[src/rtl/mips_dbg_pkg.sv]
// Shared types for the MIPS run monitor: FSM states, verdict codes and the
// checkpoint-table entry layout.
package mips_dbg_pkg;

  typedef enum logic [1:0] {
    ST_IDLE  = 2'd0,
    ST_ARMED = 2'd1,
    ST_PASS  = 2'd2,
    ST_FAIL  = 2'd3
  } state_t;

  localparam logic [1:0] STAT_RUN      = 2'b00;
  localparam logic [1:0] STAT_PASS     = 2'b01;
  localparam logic [1:0] STAT_MISMATCH = 2'b10;
  localparam logic [1:0] STAT_TIMEOUT  = 2'b11;

  // Entries carry the widest supported bus; narrower monitors zero-extend.
  localparam int MAX_W = 64;

  typedef struct packed {
    logic             en;
    logic [MAX_W-1:0] adr;
    logic [MAX_W-1:0] dat;
  } chan_entry_t;

endpackage

[src/rtl/mips_chk_chan.sv]
// One checkpoint channel: stored (en, adr, dat) entry plus its hit flag, and
// the per-cycle comparison of the current store against that entry.
module mips_chk_chan
  import mips_dbg_pkg::*;
#(
  parameter int WIDTH = 32
) (
  input  logic              clk,
  input  logic              reset,
  input  logic              wr,
  input  chan_entry_t       wr_entry,
  input  logic              clr_hit,
  input  logic              set_hit,
  input  logic              eval,
  input  logic [WIDTH-1:0]  dataadr,
  input  logic [WIDTH-1:0]  writedata,
  output logic              en,
  output logic              hit,
  output logic              match_ok,
  output logic              match_bad
);

  logic [MAX_W-1:0] adr_q;
  logic [MAX_W-1:0] dat_q;
  logic             adr_eq;

  always_ff @(posedge clk) begin
    if (wr) begin
      adr_q <= wr_entry.adr;
      dat_q <= wr_entry.dat;
    end
  end

  always_ff @(posedge clk) begin
    if (reset) begin
      en  <= 1'b0;
      hit <= 1'b0;
    end else begin
      if (wr)
        en <= wr_entry.en;
      if (clr_hit)
        hit <= 1'b0;
      else if (set_hit)
        hit <= 1'b1;
    end
  end

  // A correct store to an already-hit channel is neither ok nor bad.
  assign adr_eq    = eval && en && (adr_q == MAX_W'(dataadr));
  assign match_ok  = adr_eq && (dat_q == MAX_W'(writedata)) && !hit;
  assign match_bad = adr_eq && (dat_q != MAX_W'(writedata));

endmodule

[src/rtl/mips_run_monitor.sv]
// Run monitor for the single-cycle MIPS: checks data-memory stores against a
// checkpoint table and produces a registered pass/mismatch/timeout verdict.
module mips_run_monitor
  import mips_dbg_pkg::*;
#(
  parameter  int WIDTH    = 32,
  parameter  int CHANNELS = 4,
  parameter  int TIMEOUT  = 1024,
  parameter  int ORDERED  = 0,
  localparam int IDX_W    = (CHANNELS > 1) ? $clog2(CHANNELS) : 1,
  localparam int CYC_W    = ($clog2(TIMEOUT + 1) > 0) ? $clog2(TIMEOUT + 1) : 1
) (
  input  logic                clk,
  input  logic                reset,
  input  logic                memwrite,
  input  logic [WIDTH-1:0]    dataadr,
  input  logic [WIDTH-1:0]    writedata,
  input  logic                cfg_we,
  input  logic [IDX_W-1:0]    cfg_idx,
  input  logic                cfg_en,
  input  logic [WIDTH-1:0]    cfg_adr,
  input  logic [WIDTH-1:0]    cfg_dat,
  input  logic                arm,
  output logic                done,
  output logic [1:0]          status,
  output logic [IDX_W-1:0]    fail_chan,
  output logic [CHANNELS-1:0] hit_mask,
  output logic [CYC_W-1:0]    cycles
);

  state_t            state_q, state_d;
  logic [1:0]        status_d;
  logic [IDX_W-1:0]  fail_chan_d;
  logic              done_d;

  logic [CHANNELS-1:0] en_v, hit_v, raw_ok, raw_bad, order_bad, ok_v, bad_v;
  logic              cfg_ok, eval, pending, any_bad, all_hit, timeout_hit;
  logic [IDX_W-1:0]  bad_idx;
  chan_entry_t       wr_entry;

  function automatic logic [IDX_W-1:0] lowest_idx(input logic [CHANNELS-1:0] v);
    lowest_idx = '0;
    for (int c = CHANNELS - 1; c >= 0; c--)
      if (v[c])
        lowest_idx = IDX_W'(c);
  endfunction

  function automatic logic [CYC_W-1:0] sat_inc(input logic [CYC_W-1:0] v);
    sat_inc = (v == CYC_W'(TIMEOUT)) ? v : v + 1'b1;
  endfunction

  // arm wins over configuration and store evaluation in the same cycle.
  assign cfg_ok   = (state_q == ST_IDLE) && cfg_we && !arm;
  assign eval     = (state_q == ST_ARMED) && memwrite && !arm;
  assign wr_entry = '{en: cfg_en, adr: MAX_W'(cfg_adr), dat: MAX_W'(cfg_dat)};

  for (genvar c = 0; c < CHANNELS; c++) begin : g_chan
    mips_chk_chan #(.WIDTH(WIDTH)) u_chan (
      .clk       (clk),
      .reset     (reset),
      .wr        (cfg_ok && (cfg_idx == IDX_W'(c))),
      .wr_entry  (wr_entry),
      .clr_hit   (arm),
      .set_hit   (ok_v[c]),
      .eval      (eval),
      .dataadr   (dataadr),
      .writedata (writedata),
      .en        (en_v[c]),
      .hit       (hit_v[c]),
      .match_ok  (raw_ok[c]),
      .match_bad (raw_bad[c])
    );
  end

  // Ordered mode: a lower enabled channel still unsatisfied (including hits
  // landing this cycle) turns a correct hit into a mismatch.
  always_comb begin
    order_bad = '0;
    pending   = 1'b0;
    for (int c = 0; c < CHANNELS; c++) begin
      if ((ORDERED != 0) && raw_ok[c] && pending)
        order_bad[c] = 1'b1;
      if (en_v[c] && !hit_v[c] && !raw_ok[c])
        pending = 1'b1;
    end
  end

  assign ok_v        = raw_ok & ~order_bad;
  assign bad_v       = raw_bad | order_bad;
  assign any_bad     = |bad_v;
  assign bad_idx     = lowest_idx(bad_v);
  assign all_hit     = ((hit_v | ok_v) & en_v) == en_v;
  assign timeout_hit = (cycles == CYC_W'(TIMEOUT - 1));
  assign hit_mask    = hit_v;

  always_comb begin
    state_d     = state_q;
    status_d    = status;
    fail_chan_d = fail_chan;
    done_d      = done;
    if (arm) begin
      state_d     = ST_ARMED;
      status_d    = STAT_RUN;
      fail_chan_d = '0;
      done_d      = 1'b0;
    end else begin
      case (state_q)
        ST_ARMED: begin
          if (any_bad) begin
            state_d     = ST_FAIL;
            status_d    = STAT_MISMATCH;
            fail_chan_d = bad_idx;
            done_d      = 1'b1;
          end else if (all_hit) begin
            state_d  = ST_PASS;
            status_d = STAT_PASS;
            done_d   = 1'b1;
          end else if (timeout_hit) begin
            state_d  = ST_FAIL;
            status_d = STAT_TIMEOUT;
            done_d   = 1'b1;
          end
        end
        default: ;
      endcase
    end
  end

  always_ff @(posedge clk) begin
    if (reset) begin
      state_q   <= ST_IDLE;
      status    <= STAT_RUN;
      fail_chan <= '0;
      done      <= 1'b0;
    end else begin
      state_q   <= state_d;
      status    <= status_d;
      fail_chan <= fail_chan_d;
      done      <= done_d;
    end
  end

  always_ff @(posedge clk) begin
    if (reset || arm)
      cycles <= '0;
    else if (state_q == ST_ARMED)
      cycles <= sat_inc(cycles);
  end

endmodule

[config.mk]
export PLATFORM = sky130hd
export DESIGN_NAME = mips_run_monitor
export DESIGN_NICKNAME = d
export VERILOG_FILES = /design/src/rtl/mips_dbg_pkg.sv /design/src/rtl/mips_chk_chan.sv /design/src/rtl/mips_run_monitor.sv
export SDC_FILE = /design/constraint.sdc
export NUM_CORES = 1
export LEC_CHECK = 0
export ABC_CLOCK_PERIOD_IN_PS = 17550
export CAP_MARGIN = 20
export CORE_UTILIZATION = 50
export CTS_CLUSTER_DIAMETER = 150
export DETAILED_ROUTE_END_ITERATION = 12
export PLACE_DENSITY = 0.78
export SYNTH_ARGS = -nofsm -noshare
export SYNTH_HDL_FRONTEND = slang
export SYNTH_SLANG_ARGS = --single-unit
[constraint.sdc]
create_clock -name clk -period 17.55 [get_ports clk]
set_clock_uncertainty 0.2 [all_clocks]
set_input_delay 3.51 -clock clk [delete_from_list [all_inputs] [get_ports clk]]
set_output_delay 3.51 -clock clk [all_outputs]
set_load 0.005 [all_outputs]
# Word-level counts from Yosys, hierarchy flattened
# Index checks and enable logic that the tools add are counted.
dict set report word_totals {
  in_bits 136
  output_inout_bits 20
  ff_bits 282
}
dict set report classes {
  n_addsub 1
  mux 14
  eq_ne 19
  reduce_logical 45
  bitwise_logic 3
}
# op n
set op_table {}
lappend op_table {{equality test 32 bit} 8}
lappend op_table {{!= test 32 bit} 4}
lappend op_table {{logical AND 1 bit} 28}
lappend op_table {{two-way mux 2 bit} 9}
lappend op_table {{adder 11 x 1 -> 11 bit (second input constant)} 1}
lappend op_table {{equality test 11 x 10 -> 1 bit (second input constant)} 1}
lappend op_table {{equality test 11 bit (second input constant)} 1}
lappend op_table {{AND reduction 2 bit} 4}
lappend op_table {{zero test 1 bit} 5}
lappend op_table {{two-way mux 1 bit} 5}
lappend op_table {{bitwise AND 4 bit} 1}
lappend op_table {{equality test 2 x 1 -> 1 bit (second input constant)} 2}
lappend op_table {{equality test 2 bit (second input constant)} 2}
lappend op_table {{equality test 4 bit} 1}
lappend op_table {{zero test 2 bit} 2}
lappend op_table {{bitwise OR 4 bit} 1}
lappend op_table {{nonzero test 4 bit} 1}
lappend op_table {{OR reduction 4 bit} 1}
lappend op_table {{nonzero test 3 bit} 1}
lappend op_table {{nonzero test 2 bit} 1}
lappend op_table {{OR reduction 2 bit} 1}
lappend op_table {{logical OR 1 bit} 1}
lappend op_table {{NOT 1 bit} 1}

# Depth between registers and ports, before layout
# Gate-level depths: netlist of the first run.
dict set report logic_depth {
  ltp_word 14
  mapped_depth 8
  depth_no_buf 7
}

# Cells and area by module
# A second synthesis of the first run with hierarchy kept.
dict set report unflattened {
  cells_unflattened 1096
  area_unflattened_um2 20065.5
}
# module seq_area_each_um2 cells_per_inst area_each_um2 n_inst
set by_module_without_submodules {}
lappend by_module_without_submodules {mips_chk_chan 3883.7 246 4788.3 4}
lappend by_module_without_submodules {mips_run_monitor 340.3 112 912.1 1}

# Worst setup path after synthesis of the first run
# No wires, ideal clock.
dict set report synth_path {
  path_type {input to register}
  from {input port arm}
  to {register g_chan[0].u_chan.en}
  arrival_ps 9290
  n_path_buf 0
  setup_ps 120
  path_stages 4
  slack_ps 7941
  path_cell_list {nor4b_1 nor3b_1 mux2i_1 nor2_1}
}
dict set report synth_between {
  elab_chain_len 3
}
# element line
set synth_lines {}
lappend synth_lines {{start, declared} mips_run_monitor.sv:23} ;# input logic arm,
lappend synth_lines {{zero test 1 bit} mips_run_monitor.sv:53} ;# assign cfg_ok = (state_q == ST_IDLE) && cfg_we && !arm;
lappend synth_lines {{logical AND 1 bit} mips_run_monitor.sv:53}
lappend synth_lines {{logical AND 1 bit} mips_run_monitor.sv:61} ;# .wr (cfg_ok && (cfg_idx == IDX_W'(c))),
lappend synth_lines {{via g_chan[0].u_chan.wr} mips_chk_chan.sv:10} ;# input logic wr,
lappend synth_lines {{end signal, assigned} mips_chk_chan.sv:40} ;# en <= wr_entry.en;
lappend synth_lines {{end, declared} mips_chk_chan.sv:17} ;# output logic en,
# The timed path passes the listed nets, and every way through them passes these cells.
# A chain may end at the register's enable or synchronous reset.

# Worst setup path after layout of the first run
dict set report layout_path {
  from {input port dataadr[14]}
  to {register status[0]}
}
dict set report layout_between {
  elab_chain_len 9
  elab_cells_between_ends 28
  cone_classes {eq/ne (5); mux (2); bitwise (2); reduce/logical (19)}
}
# element line
set layout_lines {}
lappend layout_lines {{start, declared} mips_run_monitor.sv:16} ;# input logic [WIDTH-1:0] dataadr,
lappend layout_lines {{equality test 32 bit} mips_chk_chan.sv:49} ;# assign adr_eq = eval && en && (adr_q == MAX_W'(dataadr));
lappend layout_lines {{logical AND 1 bit} mips_chk_chan.sv:49}
lappend layout_lines {{logical AND 1 bit (2 in series)} mips_chk_chan.sv:50} ;# assign match_ok = adr_eq && (dat_q == MAX_W'(writedata)) && !hit;
lappend layout_lines {{bitwise OR 4 bit} mips_run_monitor.sv:92} ;# assign all_hit = ((hit_v | ok_v) & en_v) == en_v;
lappend layout_lines {{bitwise AND 4 bit} mips_run_monitor.sv:92}
lappend layout_lines {{equality test 4 bit} mips_run_monitor.sv:92}
lappend layout_lines {{nonzero test 3 bit (no source line) or two-way mux 2 bit (tied branches)} --}
lappend layout_lines {{AND reduction 2 bit (no source line) or two-way mux 2 bit (tied branches)} --}
lappend layout_lines {{end signal, assigned} mips_run_monitor.sv:137} ;# status <= status_d;
lappend layout_lines {{end, declared} mips_run_monitor.sv:25} ;# output logic [1:0] status,
# Several ways; a longest one is shown, not always the timed one.

==> impl_metrics.json, run 1 <==
{
  "status": "complete, no violations",
  "cp-end-kind": "flop",
  "ys_ff_latch": 281,
  "final_nets": 1134,
  "cts_tree": "done",
  "design_area_sq_mm": 0.0150,
  "antenna_found_initial": 0,
  "grt_pass1_wl_mm": 43.0,
  "ios": 156,
  "required_ns": 17.79,
  "slew_headroom_pct": 29.3,
  "synth_cell_types": 41,
  "synth_enable_flop_cells": 256,
  "n_antenna_cell": 0,
  "cp_slowest_cell": "nor4_1",
  "start_util_pct": 51.4,
  "hold_class": "reg -> reg",
  "wirelength_mm": 28.9,
  "portBuffers": 155,
  "peakVddDrop_v": 0.0000663,
  "synthCells": 835,
  "vias": 7406,
  "place_congestion": 0.973,
  "numCtsBuffers": 29,
  "synth_nets": 973,
  "clock_latency_ns": 0.56,
  "route.detailed.drc": 0,
  "slew_viol_final": 0,
  "cellPowerDensity_mw_per_mm2": 98.9,
  "crit_arrival_ns": 6.22,
  "worstSetupStartpointType": "primary input",
  "yosysSeqAreaShare_pct": 67.5,
  "fin_crit_sh_pct": 34.0,
  "grt_usage_pct": 23.8,
  "avgSynthCellArea_sq_um": 14.5,
  "grt_pass1_vias": 7246,
  "drt_iter0_drc": 781,
  "path_clk_slew_ns": 0.06,
  "grt_max_degree": 66,
  "wire_per_inst_microns": 21.6,
  "crit_fanout": 4,
  "layout-drive-gt1-share_pct": 5.79,
  "hold-worst-slack_ns": 0.316,
  "dieArea_sq_mm": 0.0249,
  "via_per_inst": 5.54,
  "root_buffer": "clkbuf_16",
  "ys_warn_count": 0,
  "hold_viol_final": 0,
  "h-tree-depth": 1,
  "area_delta_synth_final_pct": 23.3,
  "cp_cell_sequence": "clkdlybuf4s50_1 > xnor2_1 > nand4_1 > nor4_1 > nand4_1 > o21ai_0 > nor4_1 > o31a_1",
  "fin_crit_ns": 5.97,
  "rsz0062_at_grt": "false",
  "numClockSinks": 281,
  "async_flop_share_pct": 0,
  "die_h_microns": 158,
  "clock_path_buffers": 3,
  "cts_resized": 0,
  "antenna_left": 0,
  "post_cts_buffers": 0,
  "drv_cap": 0,
  "p_leak_nw": 4.73,
  "fmax_mhz": 167,
  "critPathKind": "in -> reg",
  "yosys_most_used_dff": "edfxtp_1",
  "dpl_cell_area_sq_mm": 0.0140,
  "first_pass_iters": 6,
  "dpl.hpwl_mm": 21.0,
  "critPathMaxStageDelay_ns": 0.57,
  "worst_pin_slew_ns": 1.06,
  "overflow": 0,
  "die_w_microns": 158,
  "setup_viol": 0,
  "netlist_area_sq_mm": 0.0121,
  "setup_tns_ns": 0,
  "rows": 56,
  "hold_buffers": 0,
  "coreArea_sq_mm": 0.0236
}
final cells by class:
class                   instances  area (sq um)
inverters                       3          11.3
clock inverters                12           176
fillers                      1764          8650
flip-flops and latches        281          8190
multi-input cells             520          3820
clock buffers                  42           774
well taps                     319           399
repair buffers                161          1600
where the power goes:
| group | internal, mW | total, mW | switching, mW |
|---|---|---|---|
| Combinational | 0.0522 | 0.117 | 0.0648 |
| Clock | 0.366 | 0.615 | 0.249 |
| Sequential | 0.743 | 0.748 | 0.00487 |
critical path, delay by kind of cell:
kind	cells	cell delay, ns
AND/OR/NAND/NOR	4	1.14
AO/OA/AOI/OAI	2	0.58
buffers and inverters	1	0.53
XOR/XNOR	1	0.45
worst paths after layout:
path / from / slack, ns / cells past startpoint / endpoint
max: dataadr[14] / 11.58 / 8 / status[0]
min: cycles[7] / 0.32 / 2 / cycles[7]
max reg2reg: g_chan[0].u_chan.adr_q[14] / 14.73 / 7 / status[0]
min reg2reg: cycles[7] / 0.32 / 2 / cycles[7]
cell usage after synthesis (2+ instances only):
| library cell | instances | area [sq um] |
|---|---|---|
| mux2i_1 | 2 | 20.0 |
| o21ai_1 | 3 | 15.0 |
| o21a_1 | 3 | 22.5 |
| buf_4 | 5 | 37.5 |
| and3_1 | 3 | 18.8 |
| nor4_1 | 53 | 332 |
| nand4_1 | 56 | 350 |
| o22ai_2 | 2 | 25.0 |
| nor2b_1 | 4 | 25.0 |
| ha_1 | 2 | 25.0 |
| xor2_1 | 141 | 1230 |
| nor3_1 | 2 | 10.0 |
| or3_1 | 3 | 18.8 |
| nand4b_1 | 3 | 26.3 |
| clkbuf_2 | 2 | 10.0 |
| nor2_1 | 33 | 124 |
| xnor2_1 | 122 | 1070 |
| or2_2 | 4 | 25.0 |
| nand2_1 | 36 | 135 |
| clkbuf_1 | 24 | 90.1 |
| a21oi_1 | 8 | 40.0 |
| o21ai_0 | 8 | 40.0 |
| edfxtp_1 | 256 | 7690 |
| dfxtp_1 | 25 | 500 |
| inv_1 | 3 | 11.3 |
| a31oi_1 | 2 | 12.5 |
| nand3_1 | 9 | 45.0 |
| nor4b_1 | 8 | 70.1 |
stage by stage:
step | setup WS (ns) | power [mW] | utilization, % | cells
2_1_floorplan | 7.94 | 0.812 | - | 835
3_3_place_gp | 11.27 | 0.876 | 59.3 | 1284
3_5_place_dp | 11.26 | 0.878 | 59.3 | 1284
4_1_cts | 11.73 | 1.49 | 63.4 | 1338
5_1_grt | 11.55 | 1.52 | 63.4 | 1338
6_report | 11.58 | 1.48 | 63.4 | 1338
flip-flops by register name, summed over array words and instances, names as in the netlist, 2 cells and up:
name,flops
g_chan.u_chan.en,4
g_chan.u_chan.adr_q,128
g_chan.u_chan.dat_q,128
status,2
fail_chan,2
cycles,11
g_chan.u_chan.hit,4
cells by family after synthesis:
logic type / synth area share (%)
buffers and inverters: 1.23
XOR/XNOR: 19.0
AO/OA/AOI/OAI: 1.73
flip-flops: 67.5
multiplexers: 0.165
adder cells (fa/ha/maj): 0.206
AND/OR/NAND/NOR: 10.2
placed cells by master (no fill, tap or decap), types with 3 or more instances in the layout:
cell type / n
nand4b_1: 3
xnor2_1: 122
nor4b_1: 8
clkinv_1: 3
clkdlybuf4s50_1: 155
nor4_1: 53
o21ai_0: 8
dfxtp_1: 25
nand4_1: 56
buf_4: 6
or2_2: 4
nand3_1: 9
clkbuf_16: 29
inv_1: 3
nand2_1: 36
edfxtp_1: 256
clkbuf_1: 13
nor2b_1: 4
a21oi_1: 8
o21ai_1: 3
o21a_1: 3
or3_1: 3
xor2_1: 141
nor2_1: 31
bufinv_16: 4
metal layers:
| layer | GRT usage, % | vias to the layer above | part of all wire (%) |
|---|---|---|---|
| li1 | - | 3405 | - |
| met1 | 35.6 | 3627 | 45 |
| met2 | 36.0 | 328 | 44 |
| met3 | 3.91 | 46 | 9.2 |
| met4 | 6.20 | 0 | 1.9 |
| met5 | 0 | - | 0 |
(Power assumes the default switching activity.)
==> run 2, diff against run 1 <==
--- a/config.mk
+++ b/config.mk
@@ -5,12 +5,12 @@
 export SDC_FILE = /design/constraint.sdc
 export NUM_CORES = 1
 export LEC_CHECK = 0
-export ABC_CLOCK_PERIOD_IN_PS = 17550
+export ABC_CLOCK_PERIOD_IN_PS = 5300
 export CAP_MARGIN = 20
 export CORE_UTILIZATION = 50
 export CTS_CLUSTER_DIAMETER = 150
 export DETAILED_ROUTE_END_ITERATION = 12
-export PLACE_DENSITY = 0.78
+export PLACE_DENSITY = 0.81
 export SYNTH_ARGS = -nofsm -noshare
 export SYNTH_HDL_FRONTEND = slang
 export SYNTH_SLANG_ARGS = --single-unit
==> constraint.sdc (replaced) <==
create_clock -name clk -period 5.3 [get_ports clk]
set_clock_uncertainty 0.2 [all_clocks]
set_input_delay 1.06 -clock clk [delete_from_list [all_inputs] [get_ports clk]]
set_output_delay 1.06 -clock clk [all_outputs]
set_load 0.005 [all_outputs]
==> run 2 against run 1 <==
Compared with the run above:
- combinational power increased to 3.3 times the previous value
- worst hold slack got worse by 0.027 ns
- cell area about the same
- non-clock buffer count decreased by 1
- power increased to 3.3 times the previous value
- sequential cell count unchanged
- sequential power increased to 3.3 times the previous value
- routed wire length decreased by 0.31%
- clock-buffer cell count decreased by 7
- die area unchanged
- clock power increased to 3.3 times the previous value
==> impl_metrics.json, run 2 (same netlist as run 1, synthesis figures left out) <==
{
  "slew_headroom_pct": 34.0,
  "drv_cap": 0,
  "grt_pass1_vias": 7290,
  "die_w_microns": 158,
  "antenna_found_initial": 0,
  "cp-end-kind": "flop",
  "cts_resized": 0,
  "dieArea_sq_mm": 0.0249,
  "hold_buffers": 0,
  "ios": 156,
  "place_congestion": 0.921,
  "grt_pass1_wl_mm": 42.4,
  "required_ns": 5.53,
  "layout_commonest_cell": "edfxtp_1",
  "grt_usage_pct": 23.5,
  "vias": 7366,
  "post_cts_buffers": 0,
  "worst_pin_slew_ns": 0.990,
  "reg2reg_slack_ns": 2.52,
  "crit_end": "status[0]",
  "clock_path_buffers": 3,
  "coreArea_sq_mm": 0.0236,
  "wirelength_mm": 28.8,
  "top_regs": "g_chan.u_chan.adr_q x128, g_chan.u_chan.dat_q x128, cycles x11",
  "p_leak_nw": 4.73,
  "fin_crit_ns": 3.42,
  "path_clk_slew_ns": 0.06,
  "setup_tns_ns": 0,
  "grt_max_degree": 66,
  "crit_arrival_ns": 3.64,
  "area_delta_synth_final_pct": 23.4,
  "route.detailed.drc": 0,
  "drt_iter0_drc": 766,
  "final_nets": 1132,
  "first_pass_iters": 6,
  "overflow": 0,
  "numCtsBuffers": 28,
  "dpl.hpwl_mm": 21.2,
  "h-tree-depth": 1,
  "crit_fanout": 8,
  "critPathKind": "in -> reg",
  "peakVddDrop_v": 0.000254,
  "via_per_inst": 5.52,
  "rows": 56,
  "fmax_mhz": 293,
  "clock_latency_ns": 0.54,
  "setup_viol": 0,
  "root_buffer": "clkbuf_16",
  "rr_worst_depth": 8,
  "rsz0062_at_grt": "false",
  "status": "complete, no violations",
  "crit_start": "arm",
  "power.total_mw": 4.87,
  "numClockSinks": 281,
  "hold_class": "reg -> reg",
  "die_h_microns": 158,
  "hold_depth": 1,
  "worstReg2RegStart": "done",
  "final_util_pct": 63.4,
  "hold_viol_final": 0,
  "slew_viol_final": 0,
  "final_cell_mix": "256 x edfxtp_1, 155 x clkdlybuf4s50_1, 141 x xor2_1",
  "wire_per_inst_microns": 21.6,
  "worstSetupStartpointType": "primary input",
  "fin_crit_sh_pct": 64.5,
  "timing.rr.end": "status[0]",
  "portBuffers": 155,
  "start_util_pct": 51.4,
  "cts_tree": "done",
  "antenna_left": 0,
  "n_antenna_cell": 0,
  "cellPowerDensity_mw_per_mm2": 325,
  "layout-drive-gt1-share_pct": 5.81
}
==> run 2: power by group <==
| group | switching, mW | internal (mW) | leakage [nW] |
|---|---|---|---|
| Combinational | 0.214 | 0.174 | 1.76 |
| Clock | 0.809 | 1.19 | 0.450 |
| Sequential | 0.0163 | 2.46 | 2.52 |
| Total | 1.04 | 3.83 | 4.73 |
==> run 2: critical path, stage by stage <==
cell and delay, ns:
clkdlybuf4s50_1 0.49, nor4bb_1 0.43, buf_4 0.27, nand3_1 0.09, nor4_1 0.39, nand4_1 0.28, o21ai_0 0.37, nor4_1 0.13
o31a_1 0.12
==> run 2: metrics by stage <==
stage                     cells  hold WS (ns)  setup slack, ns  area (sq um)
after global routing       1334         0.337             1.65         15000
after detailed placement   1283         0.278             1.43         14000
after floorplan             835         0.263            0.329         12100
after global placement     1283         0.277             1.54         14000
final                      1334         0.289             1.88         15000
after CTS                  1334         0.293             1.98         15000
==> run 2: how the worst min path moves through the flow <==
stage                          from                    to  slack [ns]
2_1_floorplan  g_chan[0].u_chan.hit  g_chan[0].u_chan.hit        0.26
3_3_place_gp   g_chan[1].u_chan.hit  g_chan[1].u_chan.hit        0.28
3_5_place_dp   g_chan[2].u_chan.hit  g_chan[2].u_chan.hit        0.28
4_1_cts        g_chan[2].u_chan.hit  g_chan[2].u_chan.hit        0.29
5_1_grt        g_chan[2].u_chan.hit  g_chan[2].u_chan.hit        0.34
6_report       g_chan[2].u_chan.hit  g_chan[2].u_chan.hit        0.29
==> run 2: layout make-up <==
type,instances,area [sq um]
Clock inverter,16,179
Multi-Input combinational cell,520,3820
Timing Repair Buffer,160,1630
Tap cell,319,399
Clock buffer,35,748
Fill cell,1709,8640
Inverter,3,11.3
Sequential cell,281,8190
==> run 2: routing by layer <==
| metal | GRT usage (%) | vias to the layer above | share of wire [%] |
|---|---|---|---|
| met5 | 0 | - | 0 |
| met4 | 7.12 | 0 | 2.6 |
| met3 | 5.69 | 53 | 9.4 |
| met2 | 35.4 | 363 | 45 |
| met1 | 33.7 | 3553 | 43 |
| li1 | - | 3397 | - |
==> run 3, diff against run 2 <==
--- a/config.mk
+++ b/config.mk
@@ -5,7 +5,7 @@
 export SDC_FILE = /design/constraint.sdc
 export NUM_CORES = 1
 export LEC_CHECK = 0
-export ABC_CLOCK_PERIOD_IN_PS = 5300
+export ABC_CLOCK_PERIOD_IN_PS = 2750
 export CAP_MARGIN = 20
 export CORE_UTILIZATION = 50
 export CTS_CLUSTER_DIAMETER = 150
==> constraint.sdc (replaced) <==
create_clock -name clk -period 2.75 [get_ports clk]
set_clock_uncertainty 0.2 [all_clocks]
set_input_delay 0.55 -clock clk [delete_from_list [all_inputs] [get_ports clk]]
set_output_delay 0.55 -clock clk [all_outputs]
set_load 0.005 [all_outputs]
==> run 3 against run 2 <==
Compared with the run above:
- critical path type unchanged
- first-iteration DRC count up 14%
- routed wire length up 8.4%
- die area unchanged
- non-clock buffer count up 145
- largest power group unchanged
- power up 93%
==> impl_metrics.json, run 3 (same netlist as run 1, synthesis figures left out) <==
{
  "clock_latency_ns": 0.54,
  "p_leak_nw": 5.48,
  "multi_input_area_sq_mm": 0.00394,
  "first_pass_iters": 7,
  "layout_commonest_cell": "edfxtp_1",
  "cp-end-kind": "flop",
  "fin_crit_ns": 2.74,
  "path_clk_slew_ns": 0.06,
  "start_util_pct": 51.4,
  "grt_pass1_wl_mm": 46.3,
  "grt_usage_pct": 25.5,
  "numCtsBuffers": 28,
  "hp-start": "g_chan[2].u_chan.hit",
  "fin_crit_sh_pct": 99.7,
  "instances_no_fill": 1481,
  "vias": 8037,
  "die_h_microns": 158,
  "portBuffers": 155,
  "cts_tree": "done",
  "place_congestion": 0.965,
  "antenna_found_initial": 1,
  "crit_start": "memwrite",
  "crit_arrival_ns": 2.94,
  "route.detailed.drc": 0,
  "crit_fanout": 8,
  "fmax_mhz": 365,
  "hold_class": "reg -> reg",
  "coreArea_sq_mm": 0.0236,
  "hold_buffers": 0,
  "via_per_inst": 5.43,
  "power.total_mw": 9.37,
  "hold_viol_final": 0,
  "final_nets": 1277,
  "required_ns": 2.95,
  "critPathBufInv": 3,
  "dpl.hpwl_mm": 23.1,
  "numClockSinks": 281,
  "cellPowerDensity_mw_per_mm2": 578,
  "cp_cell_sequence": "clkdlybuf4s50_1 > nor4bb_1 > buf_4 > nand3_1 > nor4_1 > buf_4 > nand4_1 > o21ai_1 > and4_4 > a311oi_2",
  "h-tree-depth": 1,
  "post_cts_buffers": 0,
  "wire_per_inst_microns": 21.1,
  "status": "complete, no violations",
  "root_buffer": "clkbuf_16",
  "regArea_sq_mm": 0.00819,
  "drv_cap": 0,
  "dieArea_sq_mm": 0.0249,
  "critPathKind": "in -> reg",
  "layout-drive-gt1-share_pct": 19.3,
  "worstSetupStartpointType": "primary input",
  "final_cell_mix": "256 x edfxtp_1, 154 x clkdlybuf4s50_1, 142 x buf_4",
  "grt_pass1_vias": 7988,
  "cp_slowest_cell": "clkdlybuf4s50_1",
  "rows": 56,
  "antenna_left": 0,
  "fill_cells": 1607,
  "wirelength_mm": 31.2,
  "die_w_microns": 158,
  "slew_viol_final": 0,
  "critPathTopFamily": "simple AND/OR/NAND/NOR gates",
  "setup_viol": 0,
  "area_delta_synth_final_pct": 33.6,
  "peakVddDrop_v": 0.000387,
  "clock_path_buffers": 3,
  "dp_cells": 1428,
  "worstReg2RegStart": "done",
  "overflow": 0,
  "slew_headroom_pct": 69.3,
  "critPathMostFrequentCell": "buf_4",
  "ios": 156,
  "top_regs": "g_chan.u_chan.adr_q x128, g_chan.u_chan.dat_q x128, cycles x11",
  "grt_max_degree": 37,
  "drt_iter0_drc": 875,
  "worst_pin_slew_ns": 0.457,
  "critPathMaxStageDelay_ns": 0.47
}
[run 3: power breakdown]
part           switching, mW  internal (mW)  total [mW]
Sequential            0.0300           4.74        4.77
Combinational          0.464          0.469       0.932
Clock                   1.55           2.12        3.66
[run 3: worst reg2reg max path, cell delays in order (launching register included)]
cell	delay [ns]
dfxtp_1	0.31
nor4bb_1	0.30
buf_4	0.26
nand3_1	0.11
nor4_1	0.28
buf_4	0.18
nand4_1	0.17
o21ai_1	0.23
and4_4	0.28
a311oi_2	0.10
[run 3: final cells by class]
class / instances / area share, %
multi-input combinational: 520 / 24.3
inverter: 3 / 0.0695
clock inverter: 15 / 0.788
clock buffer: 37 / 4.66
antenna: 1 / 0.0154
sequential: 281 / 50.5
tap: 319 / 2.46
timing repair buffer: 305 / 17.2
[run 3: timing repair]
action	4_1_cts	5_1_grt
gates resized for setup	1	17
setup endpoints to repair	1	4
pin swaps	0	1
hold endpoints to repair	0	0
[run 3: metal layers]
metal	global-route usage [%]	part of all wire, %
met1	36.3	42
met2	39.5	46
met3	5.58	10
met4	6.75	2.2
met5	0	0
[run 3: metrics by stage]
step	setup TNS [ns]	hold WS (ns)	util [%]	cell area, sq um	setup WS, ns
floorplan	-28.23	0.263	-	12200	-0.464
global placement	-2.87	0.279	64.4	15200	-0.524
detailed placement	-3.01	0.300	64.4	15200	-0.507
CTS	0	0.312	68.2	16100	0.0207
global route	-0.0124	0.341	68.6	16200	-0.0124
finish	0	0.320	68.6	16200	0.00768
[run 3: final timing paths]
path                     endpoint  slack, ns  cells after the start
min          g_chan[2].u_chan.hit       0.32                      1
max reg2reg            state_q[0]       0.19                      9
max                    state_q[0]      0.008                     10
min reg2reg  g_chan[2].u_chan.hit       0.32                      1
